File: src/rtl/cpu_pkg.sv
`default_nettype none
// ============================================================================
// Module   : cpu_pkg
// Brief    : Shared widths, constants and the fetch-queue entry type for the
//            RISC-V pipeline core.
// Revision : 1.0 - initial release
// ============================================================================
package cpu_pkg;

    localparam int XLEN    = 32;
    localparam int INSTR_W = 32;

    // Canonical no-op (addi x0, x0, 0), used by later stages for bubbles.
    localparam logic [INSTR_W-1:0] NOP = 32'h0000_0013;

    // One prefetched instruction together with the address it came from.
    typedef struct packed {
        logic [XLEN-1:0]    pc;
        logic [INSTR_W-1:0] instr;
    } fetch_entry_t;

endpackage
`default_nettype wire

File: src/rtl/fetch_fifo.sv
`default_nettype none
// ============================================================================
// Module   : fetch_fifo
// Brief    : Synchronous FIFO of fetch entries. Flush beats push; pops on an
//            empty queue and pushes on a full one are ignored.
// Revision : 1.0 - initial release
// ============================================================================
module fetch_fifo
    import cpu_pkg::*;
#(
    parameter int DEPTH = 4,
    parameter int CNT_W = $clog2(DEPTH + 1)
) (
    input  logic             clk,
    input  logic             rst,
    input  logic             push,
    input  fetch_entry_t     push_data,
    input  logic             pop,
    input  logic             flush,
    output fetch_entry_t     head,
    output logic [CNT_W-1:0] count
);

    localparam int PTR_W = (DEPTH > 1) ? $clog2(DEPTH) : 1;

    logic [PTR_W-1:0] r_wr_ptr;
    logic [PTR_W-1:0] r_rd_ptr;
    logic [CNT_W-1:0] r_count;
    fetch_entry_t     r_mem [DEPTH];

    logic w_full;
    logic w_do_pop;
    logic w_do_push;

    assign w_do_pop  = pop && (r_count != '0);
    assign w_full    = (r_count == CNT_W'(DEPTH));
    assign w_do_push = push && !flush && (!w_full || w_do_pop);

    assign head  = r_mem[r_rd_ptr];
    assign count = r_count;

    // Pointer and occupancy bookkeeping; DEPTH is a power of two so the
    // pointers wrap naturally.
    always_ff @(posedge clk) begin
        if (rst || flush) begin
            r_wr_ptr <= '0;
            r_rd_ptr <= '0;
            r_count  <= '0;
        end else begin
            if (w_do_push) begin
                r_wr_ptr <= r_wr_ptr + PTR_W'(1);
            end
            if (w_do_pop) begin
                r_rd_ptr <= r_rd_ptr + PTR_W'(1);
            end
            if (w_do_push && !w_do_pop) begin
                r_count <= r_count + CNT_W'(1);
            end else if (!w_do_push && w_do_pop) begin
                r_count <= r_count - CNT_W'(1);
            end
        end
    end

    // Storage array; contents need no reset since the pointers gate reads.
    always_ff @(posedge clk) begin
        if (w_do_push) begin
            r_mem[r_wr_ptr] <= push_data;
        end
    end

endmodule
`default_nettype wire

File: src/rtl/fetch_unit.sv
`default_nettype none
// ============================================================================
// Module   : fetch_unit
// Brief    : Instruction-fetch stage. Prefetches from a synchronous
//            instruction memory into a small queue and hands {instr, pc,
//            pc+4} to decode over valid/ready. Redirects flush the queue and
//            kill the read in flight.
// Revision : 1.0 - initial release
// ============================================================================
module fetch_unit #(
    parameter int              XLEN     = cpu_pkg::XLEN,
    parameter int              DEPTH    = 4,
    parameter logic [XLEN-1:0] RESET_PC = '0
) (
    input  logic                         clk,
    input  logic                         rst,
    input  logic                         redirect_valid,
    input  logic [XLEN-1:0]              redirect_pc,
    output logic                         IM_en,
    output logic [XLEN-1:0]              IM_address,
    input  logic [31:0]                  IM_out,
    output logic                         id_valid,
    input  logic                         id_ready,
    output logic [31:0]                  id_instr,
    output logic [XLEN-1:0]              id_pc,
    output logic [XLEN-1:0]              id_pc4,
    output logic [$clog2(DEPTH+1)-1:0]   fifo_count
);

    import cpu_pkg::*;

    localparam int CNT_W = $clog2(DEPTH + 1);
    localparam int OCC_W = CNT_W + 1;

    logic [XLEN-1:0]  r_fetch_pc;
    logic [XLEN-1:0]  r_inflight_pc;
    logic             r_inflight;

    fetch_entry_t     w_head;
    fetch_entry_t     w_push_data;
    logic [CNT_W-1:0] w_count;
    logic [OCC_W-1:0] w_occupancy;
    logic             w_pop;
    logic             w_issue;
    logic             w_unused_lsbs;

    // Redirect targets are word aligned; the two low bits carry no meaning.
    assign w_unused_lsbs = ^redirect_pc[1:0];

    assign id_valid = (w_count != '0);
    assign w_pop    = id_valid && id_ready;

    // Slots already claimed once this cycle's pop retires: queued entries
    // plus the response arriving now. Issue only if one is still free.
    assign w_occupancy = {1'b0, w_count} + OCC_W'(r_inflight) - OCC_W'(w_pop);
    assign w_issue     = !rst && !redirect_valid && (w_occupancy < OCC_W'(DEPTH));

    assign IM_en      = w_issue;
    assign IM_address = r_fetch_pc;

    assign w_push_data = '{pc: r_inflight_pc, instr: IM_out};

    // A redirect flushes the queue; flush wins over the response push, so
    // the read in flight during the redirect cycle is dropped here.
    fetch_fifo #(
        .DEPTH (DEPTH),
        .CNT_W (CNT_W)
    ) u_fifo (
        .clk       (clk),
        .rst       (rst),
        .push      (r_inflight),
        .push_data (w_push_data),
        .pop       (w_pop),
        .flush     (redirect_valid),
        .head      (w_head),
        .count     (w_count)
    );

    assign fifo_count = w_count;
    assign id_instr   = id_valid ? w_head.instr : '0;
    assign id_pc      = id_valid ? w_head.pc : '0;
    assign id_pc4     = id_valid ? (w_head.pc + XLEN'(4)) : '0;

    // Fetch PC and in-flight tracking; a redirect suppresses issue, which
    // also clears the in-flight bit for the following cycle.
    always_ff @(posedge clk) begin
        if (rst) begin
            r_fetch_pc    <= RESET_PC;
            r_inflight    <= 1'b0;
            r_inflight_pc <= '0;
        end else begin
            r_inflight <= w_issue;
            if (w_issue) begin
                r_inflight_pc <= r_fetch_pc;
            end
            if (redirect_valid) begin
                r_fetch_pc <= {redirect_pc[XLEN-1:2], 2'b00};
            end else if (w_issue) begin
                r_fetch_pc <= r_fetch_pc + XLEN'(4);
            end
        end
    end

endmodule
`default_nettype wire

File: config.mk
export PLATFORM = sky130hd
export DESIGN_NAME = fetch_unit
export DESIGN_NICKNAME = d
export VERILOG_FILES = /design/src/rtl/cpu_pkg.sv /design/src/rtl/fetch_fifo.sv /design/src/rtl/fetch_unit.sv
export SDC_FILE = /design/constraint.sdc
export NUM_CORES = 1
export LEC_CHECK = 0
export BUFFER_PORTS_ARGS = -buffer_cell sky130_fd_sc_hd__buf_2
export CORE_MARGIN = 2
export CORE_UTILIZATION = 45
export CTS_BUF_LIST = sky130_fd_sc_hd__clkbuf_2
export DETAILED_ROUTE_END_ITERATION = 6
export GPL_TIMING_DRIVEN = 0
export PLACE_DENSITY = 0.65
export SLEW_MARGIN = 20
export SYNTH_ARGS = -nofsm -noshare
export SYNTH_HDL_FRONTEND = slang
export SYNTH_SLANG_ARGS = --single-unit
File: constraint.sdc
create_clock -name clk -period 4.7 [get_ports clk]
set_clock_uncertainty 0.05 [all_clocks]
set_input_delay 0.235 -clock clk [delete_from_list [all_inputs] [get_ports clk]]
set_output_delay 0.235 -clock clk [all_outputs]
set_load 0.05 [all_outputs]
# --- Yosys cells after proc, flatten, opt, wreduce, memory -nomap -nowiden ---
# Memory sizes are Yosys's and may differ from the RTL's. A register that Yosys moved wholly into a read port is not among the register bits.
# Cells that the tools add are included.
op_classes:
  addsub: 8
  mul: 0
  div_mod_pow: 0
  order_cmp: 1
  n_eq_ne: 1
  shifts: 0
  n_mux: 11
  bitwise: 0
  reduce_logical: 19
ops:
  columns: ["cell", "n"]
  rows:
  - ["$mux 32", 5]
  - ["$add 32x3->32 const B", 2]
  - ["$logic_and 1x1->1", 8]
  - ["$mux 3", 2]
  - ["$logic_not 1->1", 5]
  - ["$add 2x1->2 const B", 2]
  - ["$add 3x1->4", 1]
  - ["$lt 4x3->1 const B", 1]
  - ["$mux 2", 2]
  - ["$reduce_bool 2->1", 2]
  - ["$sub 4x1->4", 1]
  - ["$add 3x1->3 const B", 1]
  - ["$eq 3x3->1 const B", 1]
  - ["$reduce_bool 3->1", 1]
  - ["$sub 3x1->3 const B", 1]
  - ["$logic_or 1x1->1", 2]
  - ["$mux 1", 2]
  - ["$reduce_or 2->1", 1]
totals:
  ff_bits: 72
  latch_bits: 0
  ram_bits: 256
  mem_bits_ro: 0
  input_bits: 68
  out_inout_bits: 133
  elab_cells: 48
  memories: 1
mem_list:
  columns: ["memory", "words", "word_bits", "read_ports", "rd_clocked_by_memory_dff", "wr", "line_no", "text"]
  rows:
  - ["u_fifo.r_mem", 4, 64, 1, 1, 1, "fetch_fifo.sv:29", "fetch_entry_t r_mem [DEPTH];"]

# --- Logic depth before layout (Yosys ltp) ---
depth:
  word_depth: 9
  depth_mapped: 15
  depth_no_buf: 13

# --- Hierarchy ---
# Synthesis repeated with hierarchy kept, for this count alone.
unflattened:
  hier_cells: 935
  area_unflattened_um2: 13862.0
by_module_without_submodules:
  columns: ["module", "n_inst", "cells_each", "area_per_inst_um2", "seq_area_each_um2"]
  rows:
  - ["fetch_fifo", 1, 382, 9773.1, 7867.5]
  - ["fetch_unit", 1, 553, 4088.9, 1221.2]

# --- Least setup slack after synthesis ---
# OpenSTA, ideal clock, no wires.
synth_path:
  path_type: "register to register"
  from: "register u_fifo.r_count[0] (netlist: u_fifo.count[0])"
  to: "register r_inflight_pc[10]"
  setup_ns: 0.070
  arrival_time_ns: 3.500
  t_required_ns: 4.580
  setup_slack_ns: 1.080
  path_stages_with_launch: 15
  n_path_buf: 1
  period_less_slack_ns: 3.620
  path_cell_list: "dfxtp_1 > nor3_1 > inv_1 > nand2_1 > inv_1 > ha_1 > inv_1 > ha_1 > and3b_1 > nor4_4 > o21ai_1 > inv_1 > clkbuf_1 > nand2_1 > a21oi_1"
synth_between:
  elab_chain_len: 5
  word_cells_on_any_way: 6
  classes_between: "add/sub (2); order compare (1); reduce/logical (3)"
synth_rtl:
  columns: ["element", "line_no", "text"]
  rows:
  - ["start, declared", "fetch_fifo.sv:28", "logic [CNT_W-1:0] r_count;"]
  - ["start signal, assigned", "fetch_fifo.sv:57", "r_count <= r_count + CNT_W'(1);"]
  - ["start signal, assigned", "fetch_fifo.sv:59", "r_count <= r_count - CNT_W'(1);"]
  - ["branches (longest 2 deep; another with $add 3x1->4)", null, null]
  - ["$sub 4x1->4 (*)", "fetch_unit.sv:55", "assign w_occupancy = {1'b0, w_count} + OCC_W'(r_inflight) - OCC_W'(w_pop);"]
  - ["$lt 4x3->1 (*)", "fetch_unit.sv:56", "assign w_issue = !rst && !redirect_valid && (w_occupancy < OCC_W'(DEPTH));"]
  - ["$logic_and 1x1->1 (*)", "fetch_unit.sv:56", null]
  - ["net IM_en", "fetch_unit.sv:19", "output logic IM_en,"]
  - ["end signal, assigned", "fetch_unit.sv:94", "r_inflight_pc <= r_fetch_pc;"]
  - ["end, declared", "fetch_unit.sv:36", "logic [XLEN-1:0] r_inflight_pc;"]
# Mark *: on every way through the listed nets, which the timed path passes.
# A chain may end at the register's enable or synchronous reset.

# --- Worst setup path in the final report ---
layout_path:
  from: "register u_fifo.r_count[0] (netlist: u_fifo.count[0])"
  to: "register r_fetch_pc[26] (netlist: IM_address[26])"
layout_between:
  elab_chain_len: 6
  word_cells_on_any_way: 7
  classes_between: "add/sub (2); order compare (1); reduce/logical (4)"
layout_rtl:
  columns: ["element", "line_no", "text"]
  rows:
  - ["branches (longest 2 deep; another with $add 3x1->4)", null, null]
  - ["$sub 4x1->4 (*)", "fetch_unit.sv:55", null]
  - ["$lt 4x3->1 (*)", "fetch_unit.sv:56", null]
  - ["$logic_and 1x1->1 (*)", "fetch_unit.sv:56", null]
  - ["$reduce_bool 2->1 (no source line) (*)", null, null]
  - ["end signal, assigned", "fetch_unit.sv:97", "r_fetch_pc <= {redirect_pc[XLEN-1:2], 2'b00};"]
  - ["end signal, assigned", "fetch_unit.sv:99", "r_fetch_pc <= r_fetch_pc + XLEN'(4);"]
  - ["end, declared", "fetch_unit.sv:35", "logic [XLEN-1:0] r_fetch_pc;"]
# Every way passes the cells marked *.

==> impl_metrics.tcl <==
set metrics [dict create \
    clockBufferDepth 3 \
    slew_viol_final 0 \
    syn_to_final_growth_pct 23.3 \
    async_flop_share_pct 0 \
    endpoint "IM_address[26]" \
    critPathMaxFanout 10 \
    gp_congestion 0.893 \
    grt_max_degree 48 \
    cap_violations 0 \
    io_pins 201 \
    min_period_over_period_pct 91.6 \
    min_path_type "in2reg" \
    ys.flop_type "edfxtp_1" \
    worstPathArrival_ns 5.04 \
    path_clk_slew_ns 0.10 \
    grt_util_all_layers_pct 21.1 \
    power_leakage_uw 0.00612 \
    fp.dieH_microns 179 \
    detailed_place_hpwl_microns 22800 \
    peakVddDrop_mv 0.185 \
    reg2reg_from "u_fifo.count[0]" \
    synth-seq-area-share_pct 64.4 \
    cts_buffers 81 \
    cts_max_level 3 \
    fp.dieW_microns 179 \
    antenna_found_initial 1 \
    initial_core_util_pct 46.0 \
    worst_slack_ns 0.394 \
    rows 63 \
    synth_edf_count 248 \
    num-nets-final 1394 \
    fp.coreArea_sq_um 29900 \
    slew_headroom_pct 50.2 \
    nFillCells 2476 \
    routed_wl_microns 33500 \
    synth_cell_types 60 \
    clkLatencyLatePin_ns 0.87 \
    fmax_ghz 0.232 \
    yosys_register_bits 318 \
    syn_inst 942 \
    dp_slack_ns 0.217 \
    clock-sinks 318 \
    drc 0 \
    drt_iter0_drc 698 \
    dieArea_sq_um 32000 \
    r2r_end "IM_address[26]" \
    first_global_vias 9444 \
    rsz0062_at_grt "no" \
    r2r_cells 14 \
    cts_root_buffer "clkbuf_2" \
    cts_tree "yes" \
    status "complete, no violations" \
    path_class "reg2reg" \
    instances_no_fill 1758 \
    io_buffers 192 \
    layout-drive-gt1-share_pct 30.9 \
    wl_per_cell_microns 19.1 \
    finalSetupViolCount 0 \
    final_util_pct 56.7 \
    viasPerCell 5.34 \
    grt_pass1_wl_microns 51100 \
    p_per_area_nw_per_um2 352 \
    syn_area_per_cell_sq_um 14.6 \
    holdWs_ns 0.0697 \
    final_antenna_net_count 0 \
    ys.warnings.count 0 \
    worst-r2r-setup-slack_ns 0.39 \
    hold_violations 0 \
    critPathLaunch "u_fifo.count[0]" \
    start_kind "flop" \
    grt_overflow 0 \
    required_ns 5.44 \
    placed_cells 1533 \
    min_period_ns 4.31 \
    crit_path_end_kind "flop" \
    netlist_area_sq_um 13700 \
    fin_setup_tns_ns 0 \
    dr.pass1.iters 5 \
    num_vias 9392 \
    tightest_slew_ns 0.738 \
]
stage by stage:
step	area, sq um	total power (uW)
floorplan	13800	3890
global placement	15200	4160
detailed placement	15300	4170
CTS	16900	6020
global route	16900	6240
finish	16900	5960
cell usage after synthesis, types with 15 or more instances:
cell type,count,area [sq um]
a211oi_1,16,120
a21oi_1,48,240
and2_1,68,425
clkbuf_1,35,131
dfxtp_1,70,1400
edfxtp_1,248,7450
inv_1,20,75.1
mux4_1,18,473
mux4_2,44,991
nand2_1,88,330
nand3_1,23,115
nor2_1,55,206
o31ai_1,15,113
or4_1,17,128
xnor2_1,18,158
sequential cells by signal, summed over array words and instances, names as in the netlist, named ones only:
name	cells
u_fifo.r_rd_ptr	2
IM_address	30
u_fifo.r_mem	248
u_fifo.count	3
r_inflight	1
r_inflight_pc	30
u_fifo.r_wr_ptr	2
cell families (layout without fill, tap and decap cells):
group / after synthesis / count (layout) / synth area share [%]
AND/OR/NAND/NOR: 310 / 310 / 12.1
AO/OA/AOI/OAI: 125 / 125 / 6.46
other: 1 / 7 / 0.0273
flip-flops: 318 / 318 / 64.4
buffers and inverters: 78 / 498 / 2.91
XOR/XNOR: 31 / 31 / 1.98
adder cells (fa/ha/maj): 11 / 11 / 1.06
multiplexers: 68 / 68 / 11.1
worst max-delay path, stage by stage, from the launching register on:
cell and delay [ns]:
dfxtp_1 0.41, nor3_4 0.36, inv_1 0.29, nand2_1 0.17
inv_1 0.09, ha_1 0.18, inv_1 0.05, ha_1 0.21
and3b_1 0.23, o21ai_0 0.42, clkbuf_2 0.41, a211o_1 0.26
nor3b_1 0.07, a2111oi_0 0.40, dlygate4sd3_1 0.61
where the power goes:
| group | internal, uW | switching, uW |
|---|---|---|
| sequential | 3090 | 65.1 |
| clock | 735 | 1060 |
| combinational | 296 | 720 |
| total | 4120 | 1840 |
timing repair:
action,CTS,global route
setup buffers,1,0
pin swaps,1,0
hold buffers,90,0
setup endpoints to repair,1,2
endpoints found under the hold margin,168,0
gates resized for setup,3,3
final cells by class:
cell class / count / area, sq um / area share, %
Multi-Input combinational cell: 551 / 4530 / 26.8
Buffer: 56 / 319 / 1.88
Sequential cell: 318 / 8850 / 52.2
Clock buffer: 122 / 611 / 3.60
Tap cell: 390 / 488 / 2.88
Timing Repair Buffer: 287 / 1980 / 11.7
Antenna cell: 1 / 2.50 / 0.0148
Clock inverter: 13 / 87.6 / 0.517
Inverter: 20 / 75.1 / 0.443
cells in the final DEF (no fill, tap or decap), types with 7 or more instances in the layout:
cell type	count
a211oi_1	16
a21oi_1	48
a311oi_1	10
and2_1	64
and4_1	7
buf_2	200
buf_4	10
clkbuf_1	32
clkbuf_2	123
dfxtp_1	70
dlygate4sd3_1	90
edfxtp_1	248
ha_1	10
inv_1	19
mux4_1	18
mux4_2	44
nand2_1	88
nand3_1	23
nand4_1	12
nor2_1	55
nor3_1	8
o21ai_0	11
o31ai_1	15
or4_1	17
xnor2_1	18
xor2_1	13
worst min path at each step:
stage | from | to | slack, ns | depth (start not counted)
after detailed placement | IM_out[16] | u_fifo.r_mem[1][16] | 0.41 | 1
after floorplan | IM_out[0] | u_fifo.r_mem[0][0] | 0.28 | 0
final | redirect_valid | IM_address[3] | 0.07 | 5
after CTS | redirect_valid | IM_address[3] | 0.0005 | 5
after global routing | IM_out[14] | u_fifo.r_mem[1][14] | 0.008 | 2
after global placement | IM_out[20] | u_fifo.r_mem[1][20] | 0.40 | 1
layer usage:
metal / vias to the layer above / share of wire [%] / GRT usage (%)
li1: 4426 / - / -
met1: 4510 / 42 / 27.1
met2: 387 / 47 / 34.4
met3: 69 / 7.8 / 5.60
met4: 0 / 2.8 / 8.33
met5: - / 0 / 0
Power figures use the tool's default switching activity.
